### src/rtl/ysyx_23060096_regfile_sb.sv
// ysyx_23060096_regfile_sb
// Multi-port integer register file with a busy-bit scoreboard for the NPC
// core. Decode reads operands through NREAD combinational ports and uses
// o_rd_ready to spot read-after-write hazards before issuing.
//
// Ports:
//   i_clk, i_rst          clock, synchronous active-high reset
//   i_rd_addr/o_rd_data   NREAD packed read ports (port k at slice k)
//   o_rd_ready            per-port "operand not pending" flag
//   i_wb0_*               ALU write-back port
//   i_wb1_*               LSU write-back port (wins on address collision)
//   i_iss_en/i_iss_addr   issue: mark destination register busy
//   o_busy_cnt            number of registers currently marked busy
module ysyx_23060096_regfile_sb #(
  parameter int ADDR_WIDTH = 5,
  parameter int DATA_WIDTH = 32,
  parameter int NREAD      = 2,
  parameter int BYPASS     = 1,
  parameter int ZERO_REG   = 1
) (
  input  logic                        i_clk,
  input  logic                        i_rst,
  input  logic [NREAD*ADDR_WIDTH-1:0] i_rd_addr,
  output logic [NREAD*DATA_WIDTH-1:0] o_rd_data,
  output logic [NREAD-1:0]            o_rd_ready,
  input  logic                        i_wb0_en,
  input  logic [ADDR_WIDTH-1:0]       i_wb0_addr,
  input  logic [DATA_WIDTH-1:0]       i_wb0_data,
  input  logic                        i_wb1_en,
  input  logic [ADDR_WIDTH-1:0]       i_wb1_addr,
  input  logic [DATA_WIDTH-1:0]       i_wb1_data,
  input  logic                        i_iss_en,
  input  logic [ADDR_WIDTH-1:0]       i_iss_addr,
  output logic [ADDR_WIDTH:0]         o_busy_cnt
);

  localparam int DEPTH = 1 << ADDR_WIDTH;

  logic [DATA_WIDTH-1:0] r_rf [DEPTH];
  logic [DEPTH-1:0]      r_busy;
  logic [ADDR_WIDTH:0]   r_busy_cnt;

  logic                  w_wb0_ok;
  logic                  w_wb1_ok;
  logic                  w_iss_ok;
  logic [DEPTH-1:0]      w_busy_nxt;
  logic [ADDR_WIDTH:0]   w_busy_cnt_nxt;

  // With a hardwired zero register, anything aimed at r0 is simply dropped.
  assign w_wb0_ok = i_wb0_en && !((ZERO_REG != 0) && (i_wb0_addr == '0));
  assign w_wb1_ok = i_wb1_en && !((ZERO_REG != 0) && (i_wb1_addr == '0));
  assign w_iss_ok = i_iss_en && !((ZERO_REG != 0) && (i_iss_addr == '0));

  // Next scoreboard state: clears first, then the issue set, so a producer
  // issued in the same cycle its predecessor writes back stays pending.
  // The population count is taken on the next state so o_busy_cnt tracks
  // the busy bits with no extra cycle of latency.
  always_comb begin
    w_busy_nxt = r_busy;
    if (w_wb0_ok) w_busy_nxt[i_wb0_addr] = 1'b0;
    if (w_wb1_ok) w_busy_nxt[i_wb1_addr] = 1'b0;
    if (w_iss_ok) w_busy_nxt[i_iss_addr] = 1'b1;
    if (ZERO_REG != 0) w_busy_nxt[0] = 1'b0;
    w_busy_cnt_nxt = '0;
    for (int i = 0; i < DEPTH; i++) begin
      w_busy_cnt_nxt = w_busy_cnt_nxt + {{ADDR_WIDTH{1'b0}}, w_busy_nxt[i]};
    end
  end

  // Storage and scoreboard update. wb1 is written after wb0 so it wins
  // when both target the same register.
  always_ff @(posedge i_clk) begin
    if (i_rst) begin
      for (int i = 0; i < DEPTH; i++) r_rf[i] <= '0;
      r_busy     <= '0;
      r_busy_cnt <= '0;
    end else begin
      if (w_wb0_ok) r_rf[i_wb0_addr] <= i_wb0_data;
      if (w_wb1_ok) r_rf[i_wb1_addr] <= i_wb1_data;
      r_busy     <= w_busy_nxt;
      r_busy_cnt <= w_busy_cnt_nxt;
    end
  end

  assign o_busy_cnt = r_busy_cnt;

  // Read ports: stored value, optionally overridden by a same-cycle
  // write-back (wb1 checked last so it takes precedence), and finally
  // forced to zero/ready for r0 when it is hardwired.
  always_comb begin
    o_rd_data  = '0;
    o_rd_ready = '0;
    for (int k = 0; k < NREAD; k++) begin
      logic [ADDR_WIDTH-1:0] w_addr;
      logic [DATA_WIDTH-1:0] w_data;
      logic                  w_rdy;
      w_addr = i_rd_addr[k*ADDR_WIDTH +: ADDR_WIDTH];
      w_data = r_rf[w_addr];
      w_rdy  = !r_busy[w_addr];
      if (BYPASS != 0) begin
        if (i_wb0_en && (i_wb0_addr == w_addr)) begin
          w_data = i_wb0_data;
          w_rdy  = 1'b1;
        end
        if (i_wb1_en && (i_wb1_addr == w_addr)) begin
          w_data = i_wb1_data;
          w_rdy  = 1'b1;
        end
      end
      if ((ZERO_REG != 0) && (w_addr == '0)) begin
        w_data = '0;
        w_rdy  = 1'b1;
      end
      o_rd_data[k*DATA_WIDTH +: DATA_WIDTH] = w_data;
      o_rd_ready[k] = w_rdy;
    end
  end

endmodule
### config.mk
export PLATFORM = sky130hd
export DESIGN_NAME = ysyx_23060096_regfile_sb
export DESIGN_NICKNAME = d
export VERILOG_FILES = /design/src/rtl/ysyx_23060096_regfile_sb.sv
export SDC_FILE = /design/constraint.sdc
export NUM_CORES = 2
export LEC_CHECK = 0
export ABC_AREA = 1
export BUFFER_PORTS_ARGS = -buffer_cell sky130_fd_sc_hd__buf_2
export CAP_MARGIN = 0
export CORE_MARGIN = 4
export CORE_UTILIZATION = 25
export CTS_BUF_LIST = sky130_fd_sc_hd__clkbuf_4
export DETAILED_ROUTE_END_ITERATION = 8
export PLACE_DENSITY = 0.47
export SLEW_MARGIN = 20
export SYNTH_ARGS = -nofsm -noshare
export SYNTH_HDL_FRONTEND = slang
export SYNTH_SLANG_ARGS = --single-unit
### constraint.sdc
create_clock -name i_clk -period 6.13 [get_ports i_clk]
set_input_delay 0.3065 -clock i_clk [delete_from_list [all_inputs] [get_ports i_clk]]
set_output_delay 0.3065 -clock i_clk [all_outputs]
set_load 0.02 [all_outputs]
==> key figures <==
GRT
  • Vias in the first global route: 66.2k
  • Largest net degree at the start of global routing: 187
  • First-pass GRT wire length: 510000 um
  • Initial antenna violation count: 17
  • Grt ovf: 0
  • Total global routing track utilization: 26.7%

Setup path
  • FF-to-FF path depth: 19
  • CP Class: primary input to flip-flop
  • Critical path capture point type: flip-flop
  • Most used cell, CP: fa_1
  • CP startpoint kind: primary input
  • Crit Path Max Fanout: 4
  • Worst Path Arrival: 7.11 ns
  • CP delay by family, top: adder cells
  • Worst Path Required: 7.37 ns
  • Slowest CP cell: dlygate4sd3_1
  • CP bufs+invs: 9
  • Peak per-stage delay on the critical path: 0.59 ns
  • FF-to-FF Start: r_busy[4]
  • Crit Reg-Reg Endpoint: o_busy_cnt[4]
  • R2R setup slack: 0.86 ns
  • Crit-path cells: dlygate4sd3_1 > buf_2 > dlygate4sd3_1 > nor3_1 > nand2_1 > dlygate4sd3_1 > nand2_1 > inv_1 > fa_1 > inv_1 > fa_1 > fa_1 > fa_1 > inv_1 > fa_1 > fa_1 > inv_1 > fa_1 > inv_1 > fa_2 > o21bai_1 > a21oi_2 > o21ai_0 > a21oi_1

Synth
  • Yosys top cell area share: 47.6%
  • EDFF count, synth: 1024
  • Async SR Flop Fraction: 0%
  • Ys Warns: 0
  • Top_reg_cell synth: edfxtp_1
  • Post-Synthesis Cells: 8255
  • Dominant cell type by area after synthesis: edfxtp_1
  • Top cells by area, synth: edfxtp_1 48%, nand2_1 16%, nand3_1 9.1%
  • Post-synthesis cell area: 0.0646 mm^2
  • Yosys cell types: 36
  • #FFs+latches synth: 1061
  • Mapped Avg Cell Area: 7.82 um^2
  • Seq/Total Area, Yosys: 48.8%

Run status
  • Status: complete, no violations

Clock network
  • CTS buffer count: 317
  • Clock sink count: 1061
  • H-tree levels: 5
  • Max Root-Sink Buffers: 4
  • Clock Latency Late Sink: 1.32 ns
  • CTS tree: yes
  • Number of setup buffers added after CTS: 0
  • Clock transition at path regs: 0.07 ns
  • Root Driver: clkbuf_4

Layout
  • Area delta synth->final: 15.4%
  • Commonest non-fill, non-tap cell in the layout: nand2_1
  • Final net count: 8446
  • Commonest non-fill, non-tap cells in the layout: 2718 x nand2_1, 1128 x nand3_1, 1024 x edfxtp_1
  • Share of cells above drive strength 1: 12.0%
  • Final Core Density: 29.0%

Floorplan
  • Row count: 186
  • Core area: 0.257 mm^2
  • Die Y: 516 um
  • Full die area: 0.267 mm^2
  • Initial Util: 25.1%
  • Die width: 516 um
  • IO Pins: 166

Pwr
  • Standby leakage power: 0.0283 uW
  • Worst vdd ir: 0.231 mV
  • PD cells: 253 mW/mm^2
  • Total power: 18900 uW

Worst hold path
  • Worst hold endpoint: r_busy[21]
  • Hold path depth: 6
  • Hold_sp: i_iss_addr[4]
  • HP Class: primary input to flip-flop

Place
  • Routability cong.: 0.889
  • DP HPWL: 199000 um
  • Port Buffers: 165

Detailed routing
  • Routed Antenna Nets: 0
  • DR pass1 iterations: 7
  • Vias/cell: 5.96
  • DR iter-0 viols: 12.0k
  • Detailed-route via count: 71.0k
  • Number of remaining DRC errors: 0
  • Drt wl/cell: 31.2 um
  • Routed WL: 372000 um

Timing
  • Unrepaired setup endpoints after global routing: false
  • Final Max Slew Viols: 0
  • Tcrit/Tclk final: 95.7%
  • Slew HR: 14.6%
  • Final Hold Viols: 0
  • Slew @ Worst Pin: 1.28 ns
  • Min Tclk post-route: 5.87 ns
  • Final Skew: 0.0520 ns
  • Fmax: 170 MHz
  • Final setup fails: 0

Run
  • Max-Cap Viols: 0
-- metrics by stage --
| step | cell area, um^2 | setup TNS, ns | setup WS [ns] | hold WS [ns] | cells |
|---|---|---|---|---|---|
| 2_1_floorplan | 64700 | 0 | 0.624 | 0.487 | 8286 |
| 3_3_place_gp | 68900 | -0.0432 | -0.0432 | 0.518 | 11200 |
| 3_5_place_dp | 68900 | 0 | 0.0822 | 0.527 | 11200 |
| 4_1_cts | 74500 | 0 | 0.105 | 0.00192 | 11900 |
| 5_1_grt | 74500 | 0 | 0.169 | 0.0622 | 11900 |
| 6_report | 74600 | 0 | 0.262 | 0.102 | 11900 |
-- flip-flops by register name, summed over array words and instances, names as in the netlist --
signal and cells:
o_busy_cnt 6, r_busy 31, r_rf 1024
-- worst max path at each step --
stage / start / to / slack [ns] / cells after the start
final: i_iss_addr[0] / o_busy_cnt[4] / 0.26 / 24
after global routing: i_iss_addr[0] / o_busy_cnt[4] / 0.17 / 24
after CTS: i_wb0_addr[4] / o_busy_cnt[4] / 0.10 / 27
after detailed placement: i_iss_addr[0] / o_busy_cnt[4] / 0.08 / 26
after global placement: i_iss_addr[0] / o_busy_cnt[4] / -0.04 / 23
after floorplan: i_wb0_en / o_busy_cnt[4] / 0.62 / 24
-- per-layer routing --
layer,wire length [um],part of all wire (%),track usage [%],vias up
li1,-,-,-,29400
met1,148000,40,36.2,34500
met2,152000,41,38.1,5878
met3,52200,14,8.47,1193
met4,19800,5.3,13.2,4
met5,27,0.0073,0,-
-- kinds of logic (layout without fill, tap and decap cells) --
logic type,after synthesis,in the layout,synth area share [%]
flip-flops,1061,1061,48.8
buffers and inverters,1075,1306,6.73
AND/OR/NAND/NOR,4339,4339,27.7
AO/OA/AOI/OAI,1749,1749,15.9
adder cells (fa/ha/maj),30,30,0.849
other,1,51,0.00581
-- layout make-up --
cell class,count,area (um^2)
clock inverter,43,165
multi-input combinational,6150,29600
fill,27800,182000
inverter,205,803
clock buffer,471,3540
timing repair buffer,587,4690
sequential,1061,31500
tap,3384,4230
antenna,19,47.5
-- where the power goes --
part	leakage [uW]	internal, uW	switching (uW)
registers	0.0101	8400	229
logic	0.0159	808	2470
clock network	0.00225	3460	3510
total	0.0283	12700	6200
-- timing repair --
action,4_1_cts,5_1_grt
setup endpoints to repair,0,4
hold endpoints to repair,1053,0
hold buffers,189,0
resized for setup,0,12
-- synth_stat cells (57+ instances only) --
master / count
nand2_1: 2757
nand3_1: 1169
edfxtp_1: 1024
o22ai_1: 902
clkbuf_1: 546
a21oi_1: 473
nor2_1: 371
buf_2: 248
o21ai_0: 238
inv_1: 192
buf_1: 76
o32ai_1: 66
o211ai_1: 57
-- worst min-delay path, cell delays in order --
cell,delay [ns]
dlygate4sd3_1,0.53
buf_2,0.16
inv_1,0.09
nor3_1,0.08
nand2_1,0.11
a21oi_1,0.09
(Power assumes the default switching activity.)
